==> src/rtl/irq_ctrl_if.sv <==
// rtl/irq_ctrl_if.sv - CU interrupt handshake and config register port for irq_ctrl
interface irq_ctrl_if;
   logic        irq_req;
   logic [31:0] irq_vector;
   logic [4:0]  irq_id;
   logic        irq_ack;
   logic        eoi;
   logic        cfg_wr;
   logic [1:0]  cfg_addr;
   logic [31:0] cfg_wdata;
   logic [31:0] cfg_rdata;

   modport slave (
      output irq_req, irq_vector, irq_id, cfg_rdata,
      input  irq_ack, eoi, cfg_wr, cfg_addr, cfg_wdata
   );

   modport master (
      input  irq_req, irq_vector, irq_id, cfg_rdata,
      output irq_ack, eoi, cfg_wr, cfg_addr, cfg_wdata
   );
endinterface

==> src/rtl/irq_ctrl.sv <==
// rtl/irq_ctrl.sv - vectored fixed-priority interrupt controller with in-service nesting
module irq_ctrl #(
   parameter int unsigned NUM_IRQ       = 8,
   parameter logic [31:0] VECTOR_BASE   = 32'h0000_0010,
   parameter logic [31:0] VECTOR_STRIDE = 32'd1
) (
   input  logic               clk,
   input  logic               rst,
   input  logic [NUM_IRQ-1:0] irq_in,
   irq_ctrl_if.slave          bus
);
   localparam logic [31:0] VALID_MASK =
      (NUM_IRQ >= 32) ? 32'hFFFF_FFFF : ((32'd1 << NUM_IRQ) - 32'd1);

   typedef enum logic {IDLE, REQ} state_t;
   state_t state, state_next;

   // Channel state is kept 32 bits wide; bits at and above NUM_IRQ stay zero.
   logic [31:0] enable_q, mode_q, pending_q, inservice_q, prev_q;
   logic [31:0] irq_in_w, candidates, ack_mask, w1c_mask, edge_set, edge_clr;
   logic [31:0] pending_next, inservice_next, eoi_mask, vector_calc, vector_q;
   logic [4:0]  winner, id_q;
   logic [5:0]  ceiling;
   logic        cand_any, eligible, ack_fire, load;

   assign irq_in_w   = 32'(irq_in);
   assign candidates = pending_q & enable_q;

   always_comb begin
      winner   = 5'd0;
      cand_any = 1'b0;
      ceiling  = 6'(NUM_IRQ);
      for (int i = 31; i >= 0; i--) begin
         if (candidates[i]) begin
            winner   = 5'(i);
            cand_any = 1'b1;
         end
         if (inservice_q[i]) ceiling = 6'(i);
      end
   end

   assign eligible    = cand_any && ({1'b0, winner} < ceiling);
   assign vector_calc = VECTOR_BASE + 32'(winner) * VECTOR_STRIDE;
   assign ack_fire    = (state == REQ) && bus.irq_ack;
   assign ack_mask    = ack_fire ? (32'd1 << id_q) : 32'd0;
   assign w1c_mask    = (bus.cfg_wr && bus.cfg_addr == 2'd2) ? bus.cfg_wdata : 32'd0;

   // A new edge outranks a simultaneous W1C or ack clear on the same bit.
   assign edge_set     = irq_in_w & ~prev_q & mode_q;
   assign edge_clr     = (w1c_mask | ack_mask) & mode_q;
   assign pending_next = ((((pending_q & ~edge_clr) | edge_set) & mode_q)
                         | (irq_in_w & ~mode_q)) & VALID_MASK;

   // eoi retires the lowest set bit of the pre-ack in-service set.
   assign eoi_mask       = bus.eoi ? (inservice_q & (~inservice_q + 32'd1)) : 32'd0;
   assign inservice_next = ((inservice_q & ~eoi_mask) | ack_mask) & VALID_MASK;

   always_ff @(posedge clk) begin
      if (!rst) state <= IDLE;
      else      state <= state_next;
   end

   always_comb begin
      state_next = state;
      load       = 1'b0;
      case (state)
         IDLE: begin
            if (eligible) begin
               state_next = REQ;
               load       = 1'b1;
            end
         end
         REQ: begin
            if (bus.irq_ack) state_next = IDLE;
         end
         default: state_next = IDLE;
      endcase
   end

   always_ff @(posedge clk) begin
      if (!rst) begin
         enable_q    <= 32'd0;
         mode_q      <= 32'd0;
         pending_q   <= 32'd0;
         inservice_q <= 32'd0;
         prev_q      <= 32'd0;
         id_q        <= 5'd0;
         vector_q    <= 32'd0;
      end else begin
         prev_q      <= irq_in_w;
         pending_q   <= pending_next;
         inservice_q <= inservice_next;
         if (load) begin
            id_q     <= winner;
            vector_q <= vector_calc;
         end
         if (bus.cfg_wr && bus.cfg_addr == 2'd0) enable_q <= bus.cfg_wdata & VALID_MASK;
         if (bus.cfg_wr && bus.cfg_addr == 2'd1) mode_q   <= bus.cfg_wdata & VALID_MASK;
      end
   end

   assign bus.irq_req    = (state == REQ);
   assign bus.irq_id     = id_q;
   assign bus.irq_vector = vector_q;

   always_comb begin
      bus.cfg_rdata = 32'd0;
      case (bus.cfg_addr)
         2'd0:    bus.cfg_rdata = enable_q;
         2'd1:    bus.cfg_rdata = mode_q;
         2'd2:    bus.cfg_rdata = pending_q;
         default: bus.cfg_rdata = inservice_q;
      endcase
   end
endmodule

==> src/flat_wrapper.sv <==
// flat-port wrapper written by rule: the top's interface ports become plain ports
module irq_ctrl_flat 
#(
   parameter int unsigned NUM_IRQ       = 8,
   parameter logic [31:0] VECTOR_BASE   = 32'h0000_0010,
   parameter logic [31:0] VECTOR_STRIDE = 32'd1
)
  (clk, rst, irq_in, bus_irq_req, bus_irq_vector, bus_irq_id, bus_cfg_rdata, bus_irq_ack, bus_eoi, bus_cfg_wr, bus_cfg_addr, bus_cfg_wdata);
  irq_ctrl_if bus_i ();
  input  logic clk;
  input  logic rst;
  input  logic [NUM_IRQ-1:0] irq_in;
  output wire logic [$bits(bus_i.irq_req)-1:0] bus_irq_req;
  output wire logic [$bits(bus_i.irq_vector)-1:0] bus_irq_vector;
  output wire logic [$bits(bus_i.irq_id)-1:0] bus_irq_id;
  output wire logic [$bits(bus_i.cfg_rdata)-1:0] bus_cfg_rdata;
  input wire logic [$bits(bus_i.irq_ack)-1:0] bus_irq_ack;
  input wire logic [$bits(bus_i.eoi)-1:0] bus_eoi;
  input wire logic [$bits(bus_i.cfg_wr)-1:0] bus_cfg_wr;
  input wire logic [$bits(bus_i.cfg_addr)-1:0] bus_cfg_addr;
  input wire logic [$bits(bus_i.cfg_wdata)-1:0] bus_cfg_wdata;
  assign bus_irq_req = bus_i.irq_req;
  assign bus_irq_vector = bus_i.irq_vector;
  assign bus_irq_id = bus_i.irq_id;
  assign bus_cfg_rdata = bus_i.cfg_rdata;
  assign bus_i.irq_ack = bus_irq_ack;
  assign bus_i.eoi = bus_eoi;
  assign bus_i.cfg_wr = bus_cfg_wr;
  assign bus_i.cfg_addr = bus_cfg_addr;
  assign bus_i.cfg_wdata = bus_cfg_wdata;
  irq_ctrl #(.NUM_IRQ(NUM_IRQ), .VECTOR_BASE(VECTOR_BASE), .VECTOR_STRIDE(VECTOR_STRIDE)) u_core (.clk(clk), .rst(rst), .irq_in(irq_in), .bus(bus_i));
endmodule
==> config.mk <==
export PLATFORM = sky130hd
export DESIGN_NAME = irq_ctrl_flat
export DESIGN_NICKNAME = d
export VERILOG_FILES = /design/src/rtl/irq_ctrl_if.sv /design/src/rtl/irq_ctrl.sv /design/src/flat_wrapper.sv
export SDC_FILE = /design/constraint.sdc
export NUM_CORES = 1
export LEC_CHECK = 0
export ABC_CLOCK_PERIOD_IN_PS = 2400
export BUFFER_PORTS_ARGS = -buffer_cell sky130_fd_sc_hd__buf_2
export CAP_MARGIN = 20
export CORE_MARGIN = 2
export CORE_UTILIZATION = 47
export CTS_CLUSTER_DIAMETER = 120
export DETAILED_ROUTE_END_ITERATION = 8
export PLACE_DENSITY = 0.8
export SYNTH_ARGS = -nofsm -noshare
export SYNTH_HDL_FRONTEND = slang
export SYNTH_SLANG_ARGS = --single-unit
==> constraint.sdc <==
create_clock -name clk -period 2.4 [get_ports clk]
set_clock_uncertainty 0.15 [all_clocks]
set_input_delay 0.48 -clock clk [delete_from_list [all_inputs] [get_ports clk]]
set_output_delay 0.48 -clock clk [all_outputs]
set_load 0.01 [all_outputs]
==> results of run 1 <==
per-stage QoR:
| stage | setup TNS (ps) | util | total power [W] | hold WS (ps) | cell area [um2] |
|---|---|---|---|---|---|
| 6_report | 0 | 0.538 | 0.00159 | 249 | 2800 |
| 5_1_grt | -86.2 | 0.538 | 0.00167 | 250 | 2800 |
| 4_1_cts | 0 | 0.533 | 0.00161 | 240 | 2780 |
| 3_5_place_dp | -125 | 0.510 | 0.00102 | 302 | 2650 |
| 3_3_place_gp | -48.9 | 0.510 | 0.00101 | 298 | 2650 |
| 2_1_floorplan | 0 | - | 0.00102 | 296 | 2780 |
routing by layer:
layer  up-vias  wire length (um)  global-route usage
met1       915              2330               0.242
met2        86              2500               0.262
li1        945                 -                   -
met3         7               380              0.0563
met5         -                 0                   0
met4         0                86              0.0386
what timing repair did:
action                                  CTS  global route
resized for setup                         1             3
buffers inserted                          0             1
endpoints found under the setup margin    4             5
endpoints found under the hold margin     0             0
pin swaps                                 0             1
flip-flops by register name, summed over array words and instances (netlist names):
name and count:
u_core.bus.irq_vector 2, u_core.pending_q 8, u_core.inservice_q 8, u_core.bus.irq_id 2, u_core.prev_q 8, u_core.mode_q 8, u_core.bus.irq_req 1, u_core.enable_q 8
power by group:
group	switching (W)	internal [W]	leakage [nW]
clock	0.000246	0.000339	0.0585
sequential	0.0000263	0.000775	0.368
combinational	0.000120	0.0000863	0.853
logic make-up (layout without fill, tap and decap cells):
kind of cell / Yosys count / count (layout) / share of synthesized area
AOI/OAI and AO/OA: 46 / 46 / 0.124
adders and majority gates: 2 / 2 / 0.00971
buffers and inverters: 69 / 58 / 0.185
DFF: 45 / 45 / 0.350
muxes: 26 / 26 / 0.140
other: 1 / 54 / 0.00146
and+or+nand+nor: 92 / 92 / 0.191
cell usage after synthesis, drive strengths merged, types with 8 or more instances:
library cell	n
and2	9
a21oi	10
nand3	10
buf	59
o21ai	8
nand2	31
mux2i	18
dfxtp	45
nor2b	21
clkbuf	8
mux4	8
critical path, stage by stage (launching register included):
cell and delay [ps]:
dfxtp_1 330, a22oi_2 280, a221oi_2 110, a221oi_2 260, ha_1 280, o21ai_0 150
a21oi_1 60, o21a_1 130, or3_1 310, o211a_1 130
worst max path at each step:
stage	startpoint	slack [ps]	end
after global placement	u_core.pending_q[5]	-50	u_core.bus.irq_id[0]
after CTS	u_core.pending_q[5]	40	u_core.bus.irq_id[0]
final	u_core.pending_q[5]	100	u_core.bus.irq_id[0]
after floorplan	u_core.pending_q[5]	260	u_core.bus.irq_id[0]
after global routing	u_core.pending_q[5]	-40	u_core.bus.irq_id[0]
after detailed placement	u_core.pending_q[5]	-70	u_core.bus.irq_id[0]
final cells by class:
class	count	area [um2]
clock buffers	7	86.3
clock inverters	1	30.0
fillers	489	2410
inverters	2	7.51
multi-input cells	220	1420
flip-flops and latches	45	901
well taps	70	87.6
repair buffers	48	265
==> metrics, run 1 <==
CP Capture Type=flip-flop; clk sinks=between 40 and 50; num ports=117; synthesized flop and latch total=45; Iter 0 DRT Violations=192; Reg clk slew, reported paths=80 ps; Pwr Density=569 mW/mm2; layout cell share with drive strength beyond 1=0.217; endpoints failing hold=0; hold endpoint=u_core.prev_q[0]; Hold-fix buffers, CTS=0; Cell Count, Final, Fillers Out=393; final setup margin=between 90 and 100 ps; Tot GR Track Use=0.173; register area share after synthesis=0.350; commonest cells after routing, fill and taps aside=conb_1 (54), dfxtp_1 (45), buf_2 (38); area of the mapped netlist=0.00258 mm2; Max rail drop VDD=0.318 mV; vias in the first global route=about 1,700; Buffers on Ports=38; outcome=finished, final reports clean; Worst Path Required=2450 ps; clock buffer depth=2; die width=78.0 um; total gr overflow=0; Detail Placement HPWL=3900 um; Worst slew margin=0.512; Synth cell types=37; Area Growth Syn to Fin=8.64%; Slew Limit Fails=0; crit-path max FO=2; largest net degree at the start of global routing=48; minimum clock period=2300 ps; Die ar.=0.00609 mm2; worst reg2reg setup slack=100 ps; number of synthesized flops with an enable pin=0; placed insts=384; Rows=26; DIE HEIGHT=78.0 um; startpoint types=flip-flop; Avg WL per Cell=around 13 um; first-pass GRT wire length=8290 um; placer congestion estimate=0.843; H-tree levels=2; setup slack at placement=-65.7 ps; Synth area leaders=dfxtp_1 (35%), buf_4 (17%), mux2i_1 (7.0%); NumNets Final=about 370; final wirelength=5300 um; Reg-to-Reg End=u_core.bus.irq_id[0]; diode count=0; Hold WC Path Type=in -> reg; Skew-Pair Late Insertion Delay=around 300 ps; commonest non-fill, non-tap cell in the layout=conb_1; Synth area leader=dfxtp_1; top_reg_cell synth=dfxtp_1; Final Setup Violations=0; number of routed nets with antenna violations=0; Synth warnings=0; TritonRoute pass-1 iters=4; total CTS buffers=5; Peak Freq=about 430 MHz; crit path kind=reg -> reg; Arr. time, crit path=2350 ps; Leak=roughly 1.3 nW; Max Cap Viol=0; CTS root buffer=clkbuf_8; hold path startpoint=irq_in[0]; Worst R2R Start=u_core.pending_q[5]; R2R cell count=9; period utilization=0.958; Synth Instances=281; core footprint=0.00520 mm2; top cell type's share of synthesized area=0.350; CTS tree=built; initial core utilization=0.495; total vias in the final route=1,953; Worst-Margin Slew=about 730 ps; Hold Path Depth=2; antenna violations before repair=0; syn_area_per_cell=9.17 um2; DRC viols=0; FFs w/ async S/R, synth=0; vias per cell=4.97
Note: power is estimated with default switching activity, not from simulation.
==> run 2: changes to the inputs <==
CORE_UTILIZATION = 40   (was 47)
PLACE_DENSITY = 0.7   (was 0.8)
==> run 2 against run 1 <==
- critical path type unchanged
- count of clock-buffer cells in the layout is 2 lower
- critical path depth stayed put
- sequential cell count stayed put
- largest power group unchanged
- register-to-register slack hardly changed
- largest cell class unchanged
- cell area is 0.45% lower
- combinational power hardly changed
- die area is 17% higher
==> metrics, run 2 (same netlist as run 1, synthesis figures left out) <==
Tot GR Track Use=0.149 (-0.0246); Crit path max-delay family=compound AO/OA/AOI/OAI gates; H-tree levels=2 (unchanged); switch share=0.262 (+0.0153); Skew-Pair Late Insertion Delay=290 ps (about the same); Area Growth Syn to Fin=8.16%; core footprint=0.00628 mm2 (+21%); vias per cell=4.76 (-4.3%); worst reg2reg setup slack=110 ps (about the same); hold endpoint=u_core.prev_q[6]; Slew Limit Fails=0 (unchanged); commonest cells after routing, fill and taps aside=conb_1 (54), dfxtp_1 (45), buf_2 (38); Reg-to-Reg End=u_core.bus.irq_id[0]; diode count=0 (unchanged); commonest non-fill, non-tap cell in the layout=conb_1; CP max stage delay=320 ps (about the same); GRT busiest layer=met2; startpoint types=flip-flop; final wirelength=5220 um (-1.5%); Max Cap Viol=0 (unchanged); CP max-delay cell=dfxtp_1; Worst-Margin Slew=622 ps (-111 ps); Worst Path Required=2430 ps (-20 ps); Final Setup Violations=0 (unchanged); die width=84.3 um (+8.0%); antenna violations before repair=0 (unchanged); CTS root buffer=clkbuf_8; clk sinks=45 (unchanged); CTS tree=built; outcome=finished, final reports clean; total power=0.00143 W (-10%); Hold Path Depth=2 (unchanged); register area=901 um2 (unchanged); CP Capture Type=flip-flop; met2 Use GR=0.230 (-0.0319); Reg power frac=0.560 (+0.057); clock buffer depth=2 (unchanged); period utilization=0.954 (-0.00430); crit-path max FO=3 (+1); Reg clk slew, reported paths=70 ps (about the same); Worst R2R Start=u_core.pending_q[6]; total CTS buffers=5 (unchanged); Avg WL per Cell=13.0 um (-3.4%); largest net degree at the start of global routing=43 (-10%); TritonRoute pass-1 iters=4 (unchanged); Buffers on Ports=38 (unchanged); placer congestion estimate=0.843 (about the same); fillers=632 (+29%); Iter 0 DRT Violations=74 (-61%); Pwr Density=513 mW/mm2 (-9.8%); Detail Placement HPWL=3940 um (+1.0%); Hold-fix buffers, CTS=0 (unchanged); Rows=29 (+12%); placed insts=394 (+2.6%); worst setup path start=u_core.pending_q[6]; Cell Count, Final, Fillers Out=401 (+2.0%); met1 Use GR=0.211 (-0.0312); vias in the first global route=1,729 (+0.46%); Arr. time, crit path=2320 ps (-30 ps); Comb pwr share=0.146 (+0.016); hold path startpoint=irq_in[6]; met3 Usage GRT=0.0344 (-0.0219); Die ar.=0.00710 mm2 (+17%); clock network fraction of design power=0.294 (-0.073); setup TNS=0 ps (unchanged); Hold WC Path Type=in -> reg; Leak=1.28 nW (+0.16%); num ports=117 (unchanged); minimum clock period=2290 ps (-10.3 ps); first-pass GRT wire length=8480 um (+2.3%); crit path kind=reg -> reg; net switching power=0.000375 W (-4.7%); crit path cell chain=nand2_1, nand2_1, a221oi_2, a221oi_2, ha_1, a211o_1, o21a_1, or3_1, o211a_1; total gr overflow=0 (unchanged); NumNets Final=374 (+0.81%); multi-input logic area=0.00142 mm2 (about the same); Int Pwr=0.00106 W (-12%); DRC viols=0 (unchanged); Peak Freq=437 MHz (+0.45%); number of routed nets with antenna violations=0 (unchanged); R2R cell count=9 (unchanged); Worst slew margin=0.586 (+0.0740); DIE HEIGHT=84.3 um (+8.0%); endpoints failing hold=0 (unchanged); WP buf/inv=0 (unchanged); layout cell share with drive strength beyond 1=0.216 (-0.000669); initial core utilization=0.410 (-0.0845); Max rail drop VDD=0.231 mV (-27%); total vias in the final route=1,908 (-2.3%)
## run 2: cell count changes in the layout (fill, tap and decap cells not counted)
cell / before / now
clkbuf_1: 1 / 0
nor4_2: 2 / 1
a22oi_1: 1 / 3
a22oi_2: 2 / 0
clkbuf_8: 6 / 5
nor4_4: 0 / 1
clkinv_2: 0 / 1
bufinv_16: 1 / 0
buf_4: 10 / 13
## run 2: power groups by stage
stage,Sequential [W],Clock [W],Combinational (W)
3_5_place_dp,0.000817,0,0.000206
4_1_cts,0.000800,0.000438,0.000207
2_1_floorplan,0.000813,0,0.000207
5_1_grt,0.000805,0.000468,0.000232
6_report,0.000801,0.000421,0.000209
3_3_place_gp,0.000816,0,0.000204
## run 2: routing by layer
layer | vias up | part of all wire
met2 | 68 | 0.46
li1 | 958 | -
met3 | 6 | 0.060
met1 | 876 | 0.47
met4 | 0 | 0.0084
met5 | - | 0
## run 2: timing repair
action / in CTS / in global routing
setup buffers: 0 / 1
gates resized for setup: 1 / 2
endpoints found under the setup margin: 1 / 3
## run 2: area by class of cell
| class | count | area share |
|---|---|---|
| inverters | 2 | 0.00269 |
| well taps | 77 | 0.0346 |
| clock inverters | 1 | 0.00180 |
| repair buffers | 51 | 0.103 |
| clock buffers | 5 | 0.0247 |
| multi-input cells | 220 | 0.510 |
| flip-flops and latches | 45 | 0.323 |
## run 2: worst max path at each step
stage | end | slack, ps | cells after the start
after detailed placement | u_core.bus.irq_id[0] | 20 | 9
final | u_core.bus.irq_id[0] | 110 | 9
after CTS | u_core.bus.irq_id[0] | 80 | 9
after floorplan | u_core.bus.irq_id[0] | 260 | 9
after global routing | u_core.bus.irq_id[0] | -50 | 9
after global placement | u_core.bus.irq_id[0] | 6 | 9
## run 2: stage by stage
| stage | area, um2 | setup slack [ps] | util | hold WS [ps] |
|---|---|---|---|---|
| after detailed placement | 2680 | 15.6 | 0.428 | 315 |
| after CTS | 2760 | 82.1 | 0.440 | 253 |
| after floorplan | 2780 | 260 | - | 296 |
| after global routing | 2790 | -52.0 | 0.444 | 258 |
| final | 2790 | 110 | 0.444 | 262 |
| after global placement | 2680 | 5.65 | 0.428 | 299 |
